`config.mk`:
```
export PLATFORM = sky130hd
export DESIGN_NAME = tail_light_seq_flat
export DESIGN_NICKNAME = d
export VERILOG_FILES = /design/src/rtl/tail_light_if.sv /design/src/rtl/tail_light_seq.sv /design/src/flat_wrapper.sv
export SDC_FILE = /design/constraint.sdc
export NUM_CORES = 1
export LEC_CHECK = 0
export BUFFER_PORTS_ARGS = -buffer_cell sky130_fd_sc_hd__buf_4
export CAP_MARGIN = 25
export CORE_MARGIN = 4
export CORE_UTILIZATION = 53
export DETAILED_ROUTE_END_ITERATION = 12
export HOLD_SLACK_MARGIN = 0.15
export PLACE_DENSITY_LB_ADDON = 0.08
export SLEW_MARGIN = 15
export SYNTH_ARGS = -nofsm -noshare
export SYNTH_HDL_FRONTEND = slang
export SYNTH_SLANG_ARGS = --single-unit
```
`constraint.sdc`:
```
create_clock -name clk -period 2.82 [get_ports clk]
set_input_delay 0.282 -clock clk [delete_from_list [all_inputs] [get_ports clk]]
set_output_delay 0.282 -clock clk [all_outputs]
set_load 0.03 [all_outputs]
```
`src/rtl/tail_light_if.sv`:
```
// Request/lamp bundle between the driver-input debouncers and the tail-light
// sequencer.
//   master : drives left/right/brake/alarm/fog, observes l_lamps/r_lamps/step_tick
//   slave  : the sequencer (receives requests, drives lamps and step_tick)
// N_LAMPS must match the N_LAMPS of the attached tail_light_seq.
interface tail_light_if #(
    parameter int unsigned N_LAMPS = 3
);
    logic               left;
    logic               right;
    logic               brake;
    logic               alarm;
    logic               fog;
    logic [N_LAMPS-1:0] l_lamps;
    logic [N_LAMPS-1:0] r_lamps;
    logic               step_tick;

    modport master (
        output left, right, brake, alarm, fog,
        input  l_lamps, r_lamps, step_tick
    );

    modport slave (
        input  left, right, brake, alarm, fog,
        output l_lamps, r_lamps, step_tick
    );
endinterface

```
`src/rtl/tail_light_seq.sv`:
```
// Parametrised tail-light controller: sequential turn signals, brake, hazard
// and fog modes on N_LAMPS lamps per side, stepped by a clock prescaler.
// Mode priority: alarm > (left & right) > brake > left/right > fog > idle.
// Ports:
//   clk    : system clock, rising edge
//   reset  : synchronous, active-high
//   bus    : tail_light_if.slave (requests in; l_lamps/r_lamps/step_tick out,
//            all registered)
// Parameters:
//   N_LAMPS : lamps per side (>= 2), bit 0 innermost
//   DIV     : clock cycles per sequence step (>= 1)
// Build option:
//   TAIL_LIGHT_BRAKE_TURN_EN : when defined, brake plus exactly one turn
//   request sequences that side while the other side shows steady brake.
module tail_light_seq #(
    parameter int unsigned N_LAMPS = 3,
    parameter int unsigned DIV     = 1
) (
    input  logic         clk,
    input  logic         reset,
    tail_light_if.slave  bus
);

    localparam int unsigned IDX_W = $clog2(N_LAMPS + 1);
    localparam int unsigned PRE_W = (DIV > 1) ? $clog2(DIV) : 1;

    localparam logic [PRE_W-1:0]   PRE_LAST = PRE_W'(DIV - 1);
    localparam logic [IDX_W-1:0]   IDX_OFF  = IDX_W'(N_LAMPS);
    localparam logic [N_LAMPS-1:0] ALL_ON   = {N_LAMPS{1'b1}};
    localparam logic [N_LAMPS-1:0] INNER_ON = N_LAMPS'(1);

    typedef enum logic [2:0] {
        IDLE,
        LEFT_SEQ,
        RIGHT_SEQ,
        HAZARD,
        BRAKE,
        FOG
    } state_e;

    state_e             state_q, state_d;
    logic [PRE_W-1:0]   pre_q, pre_d;
    logic [IDX_W-1:0]   idx_q, idx_d;
    logic [N_LAMPS-1:0] l_lamps_q, l_lamps_d;
    logic [N_LAMPS-1:0] r_lamps_q, r_lamps_d;
    logic               step_tick_q, step_tick_d;

    logic   step_end_c;
    logic   haz_req_c;
    logic   seq_run_c;
    logic   restart_c;
    state_e base_mode_c;

`ifdef TAIL_LIGHT_BRAKE_TURN_EN
    logic brake_q;
`endif

    // Thermometer pattern for a turn step; the step after all-lit is all-off.
    function automatic logic [N_LAMPS-1:0] seq_pattern(input logic [IDX_W-1:0] idx);
        logic [N_LAMPS-1:0] p;
        p = '0;
        for (int unsigned i = 0; i < N_LAMPS; i++) begin
            if (idx != IDX_OFF && i <= 32'(idx)) begin
                p[i] = 1'b1;
            end
        end
        return p;
    endfunction

    assign step_end_c = (pre_q == PRE_LAST);
    assign haz_req_c  = bus.alarm | (bus.left & bus.right);
    assign seq_run_c  = (state_q == LEFT_SEQ) || (state_q == RIGHT_SEQ);

    // Mode chosen when no higher mode applies and no sequence is holding the lamps.
    always_comb begin
        base_mode_c = IDLE;
        if (bus.left) begin
            base_mode_c = LEFT_SEQ;
        end else if (bus.right) begin
            base_mode_c = RIGHT_SEQ;
        end else if (bus.fog) begin
            base_mode_c = FOG;
        end
    end

    // Next mode, step index and prescaler.
    always_comb begin
        state_d   = state_q;
        restart_c = 1'b0;
        pre_d     = pre_q;
        idx_d     = idx_q;

        if (haz_req_c) begin
            state_d = HAZARD;
`ifdef TAIL_LIGHT_BRAKE_TURN_EN
        end else if (bus.brake && (bus.left ^ bus.right)) begin
            state_d   = bus.left ? LEFT_SEQ : RIGHT_SEQ;
            restart_c = ~brake_q;
`endif
        end else if (bus.brake) begin
            state_d = BRAKE;
        end else if (seq_run_c && !(step_end_c && idx_q == IDX_OFF)) begin
            // A running turn sequence always plays through its all-off step.
            state_d = state_q;
        end else begin
            state_d = base_mode_c;
        end

        if (state_d != state_q || restart_c) begin
            pre_d = '0;
            idx_d = '0;
        end else if (step_end_c) begin
            pre_d = '0;
            case (state_q)
                LEFT_SEQ, RIGHT_SEQ: idx_d = (idx_q == IDX_OFF) ? '0 : idx_q + IDX_W'(1);
                HAZARD:              idx_d = idx_q ^ IDX_W'(1);
                default:             idx_d = '0;
            endcase
        end else begin
            pre_d = pre_q + PRE_W'(1);
            idx_d = idx_q;
        end
    end

    // Lamp patterns are derived from the next mode so they change on the
    // same edge that samples the request.
    always_comb begin
        l_lamps_d = '0;
        r_lamps_d = '0;
        case (state_d)
            LEFT_SEQ:  l_lamps_d = seq_pattern(idx_d);
            RIGHT_SEQ: r_lamps_d = seq_pattern(idx_d);
            HAZARD: begin
                if (!idx_d[0]) begin
                    l_lamps_d = ALL_ON;
                    r_lamps_d = ALL_ON;
                end
            end
            BRAKE: begin
                l_lamps_d = ALL_ON;
                r_lamps_d = ALL_ON;
            end
            FOG: begin
                l_lamps_d = INNER_ON;
                r_lamps_d = INNER_ON;
            end
            default: begin
                l_lamps_d = '0;
                r_lamps_d = '0;
            end
        endcase
`ifdef TAIL_LIGHT_BRAKE_TURN_EN
        // Brake with a turn sequence: the non-turning side shows steady brake.
        if (bus.brake && state_d == LEFT_SEQ) begin
            r_lamps_d = ALL_ON;
        end
        if (bus.brake && state_d == RIGHT_SEQ) begin
            l_lamps_d = ALL_ON;
        end
`endif
        step_tick_d = (pre_d == PRE_LAST);
    end

    // State, counters and registered outputs.
    always_ff @(posedge clk) begin
        if (reset) begin
            state_q     <= IDLE;
            pre_q       <= '0;
            idx_q       <= '0;
            l_lamps_q   <= '0;
            r_lamps_q   <= '0;
            step_tick_q <= 1'b0;
`ifdef TAIL_LIGHT_BRAKE_TURN_EN
            brake_q     <= 1'b0;
`endif
        end else begin
            state_q     <= state_d;
            pre_q       <= pre_d;
            idx_q       <= idx_d;
            l_lamps_q   <= l_lamps_d;
            r_lamps_q   <= r_lamps_d;
            step_tick_q <= step_tick_d;
`ifdef TAIL_LIGHT_BRAKE_TURN_EN
            brake_q     <= bus.brake;
`endif
        end
    end

    assign bus.l_lamps   = l_lamps_q;
    assign bus.r_lamps   = r_lamps_q;
    assign bus.step_tick = step_tick_q;

endmodule

```
`src/flat_wrapper.sv`:
```
// flat-port wrapper written by rule: the top's interface ports become plain ports
module tail_light_seq_flat 
#(
    parameter int unsigned N_LAMPS = 3,
    parameter int unsigned DIV     = 1
)
  (clk, reset, bus_left, bus_right, bus_brake, bus_alarm, bus_fog, bus_l_lamps, bus_r_lamps, bus_step_tick);
  tail_light_if #(.N_LAMPS(N_LAMPS)) bus_i ();
  input  logic clk;
  input  logic reset;
  input wire logic [$bits(bus_i.left)-1:0] bus_left;
  input wire logic [$bits(bus_i.right)-1:0] bus_right;
  input wire logic [$bits(bus_i.brake)-1:0] bus_brake;
  input wire logic [$bits(bus_i.alarm)-1:0] bus_alarm;
  input wire logic [$bits(bus_i.fog)-1:0] bus_fog;
  output wire logic [$bits(bus_i.l_lamps)-1:0] bus_l_lamps;
  output wire logic [$bits(bus_i.r_lamps)-1:0] bus_r_lamps;
  output wire logic [$bits(bus_i.step_tick)-1:0] bus_step_tick;
  assign bus_i.left = bus_left;
  assign bus_i.right = bus_right;
  assign bus_i.brake = bus_brake;
  assign bus_i.alarm = bus_alarm;
  assign bus_i.fog = bus_fog;
  assign bus_l_lamps = bus_i.l_lamps;
  assign bus_r_lamps = bus_i.r_lamps;
  assign bus_step_tick = bus_i.step_tick;
  tail_light_seq #(.N_LAMPS(N_LAMPS), .DIV(DIV)) u_core (.clk(clk), .reset(reset), .bus(bus_i));
endmodule
```
==> run metrics <==
Via Count 699; Critical Path Fanout Max 6; multiplexer share of the synthesized area 0.01264; ys async rst share 0; Tot GR Track Use 0.1823; drt first pass iters 4; Final Hold Vio Count 0; first-pass GRT wire length 2753 um; H-tree Lvls 1; Die Wd 46.66 um; Mapped Cells 88; power density over the cells 462.5 nW/um^2; clk_lat worst skew 0.27 ns; syn avg cell area 9.000 um^2; Crit path required time 2.98 ns; Post-synth top flop dfxtp_1; DR DRC count 0; xor/xnor cell area share of the yosys netlist 0.02212; Worst Path Arrival 2.43 ns; register area share after synthesis 0.3033; Peak Freq 439.2 MHz; area of placed instances 872.1 um^2; RSZ-0062 raised after global routing false; Wirelength per Cell 14.63 um; Synth Area in Compound Gates 0.3144; TritonCTS clock tree built; Die H 46.66 um; non-filler instance count after layout 114; post-synthesis adder-cell area fraction 0.06003; Routed WL 1668 um; Cells after DPL 111; share of power burned in registers 0.468; critical path type flop to flop; Starting Density 0.5867; post-synthesis simple-gate area fraction 0.2101; final net count 111; post-synth cell types 44; Final Power 0.0004138 W; Period minus WS final 2.277 ns; Final GP Congestion 0.8566; syn_nets 98; period utilization 0.8074; initial antenna violation count 0; Fill cells 121; post-CTS resize count 0; DP HPWL 1270 um; Yosys top cell by area dfxtp_1; Synth top area share 0.3033; Hold Slack 0.2477 ns; drt initial violations 26; Core Footprint 1350 um^2; max cap viols 0; largest family of logic cells by synthesized area compound AO/OA/AOI/OAI gates; Pleak 0.3583 nW; P_sw 0.0001325 W; Post-synth EDFFs 0; grt ovf 0; Reg clk slew, reported paths 0.06 ns; count of final setup violators 0; Yosys reg bits 12; Die ar. 2177 um^2; CTS Buffer Depth 2; total CTS buffers 3; std cell rows 13; HP Class input port to flop; Net Sw Frac 0.3203; Antenna Violating Nets Remaining 0; Internal Pwr Total 0.0002813 W; commonest non-fill, non-tap cells in the layout buf_4, dfxtp_1, nor2_1; Crit. End Element flop; n_diodes 0; top cells by area, synth dfxtp_1, a2111oi_4, ha_1; power share of the clock group 0.238; Syn-to-layout area delta 12.95%; vias in the first global route 615; CTS Sinks 12; I/O Buffers 13; Final Skew 0.001311 ns; status finished, final reports clean; Vias per Instance 6.132; Boundary Pins 14; Slew Limit Fails 0; hold buffer count at CTS 0; Gate power share 0.294; synth warn 0; worst vdd ir 282.3 uV; cell area after layout 894.6 um^2; clock root buffer clkbuf_4; Slew HR 0.7162; commonest non-fill, non-tap cell in the layout buf_4; Setup crit start kind flop; Slew @ Worst Pin 0.4212 ns; buffers inserted by post-CTS timing repair 0; largest net degree at the start of global routing 11; layout cells sized above 1 0.2727; Setup TNS 0 ns; Syn Std Cell Area 792.0 um^2
==> path summary, 6_finish.rpt <==
| check | to | cells past startpoint | from | slack [ns] |
|---|---|---|---|---|
| max | u_core.bus.r_lamps[0] | 10 | u_core.idx_q[0] | 0.54 |
| min | u_core.bus.l_lamps[0] | 2 | reset | 0.25 |
| max reg2reg | u_core.bus.r_lamps[0] | 10 | u_core.idx_q[0] | 0.54 |
| min reg2reg | u_core.idx_q[1] | 4 | u_core.idx_q[1] | 0.68 |
==> final cells by class <==
class,instances,area [um^2],area share
timing repair buffer,13,97.59,0.1091
inverter,6,25.02,0.02797
sequential,12,240.2,0.2685
clock buffer,3,22.52,0.02517
tap,15,18.77,0.02098
multi-input combinational,65,490.5,0.5483
==> cell usage after synthesis, drive strengths merged (2+ instances only) <==
master   number
a2111oi       3
a211oi        2
a21oi         4
buf           4
dfxtp        12
ha            3
inv           6
nand2         4
nand3         2
nand4         2
nor2          8
nor2b         3
nor3          3
o21ai        10
==> worst max-delay path, stage by stage, from the launching register on <==
cell,delay [ns]
dfxtp_1,0.32
ha_1,0.28
nor2_1,0.28
a2111oi_4,0.13
a2111oi_4,0.34
nand2_1,0.12
nor2_1,0.16
ha_1,0.19
nor2_1,0.05
nor4_1,0.23
nor3_2,0.06
==> power groups by stage <==
stage / logic [W] / registers [W] / clock network, W
floorplan: 0.0000800 / 0.000208 / 0
global placement: 0.000119 / 0.000197 / 0
global route: 0.000133 / 0.000195 / 0.000112
finish: 0.000122 / 0.000194 / 0.0000985
CTS: 0.000121 / 0.000194 / 0.000103
detailed placement: 0.000121 / 0.000197 / 0
==> metrics by stage <==
step / utilization / setup WS, ns
2_1_floorplan: - / 0.7719
3_5_place_dp: 0.6460 / 0.5731
3_3_place_gp: 0.6460 / 0.5898
5_1_grt: 0.6627 / 0.3412
4_1_cts: 0.6627 / 0.5494
6_report: 0.6627 / 0.5430
==> routing by layer <==
layer	track usage	vias to the layer above	share of wire
met3	0.06250	7	0.077
met5	0	-	0
li1	-	352	-
met2	0.2692	27	0.47
met4	0.08287	0	0.015
met1	0.2367	313	0.44
==> cell families after synthesis <==
| group | after synthesis |
|---|---|
| adder cells (fa/ha/maj) | 4 |
| XOR/XNOR | 2 |
| flip-flops | 12 |
| AND/OR/NAND/NOR | 29 |
| multiplexers | 1 |
| buffers and inverters | 11 |
| AO/OA/AOI/OAI | 29 |
==> state kept, by name, summed over array words and instances (netlist names) <==
name	count
u_core.bus.r_lamps	3
u_core.bus.step_tick	1
u_core.state_q	3
u_core.idx_q	2
u_core.bus.l_lamps	3
(Power assumes the default switching activity.)
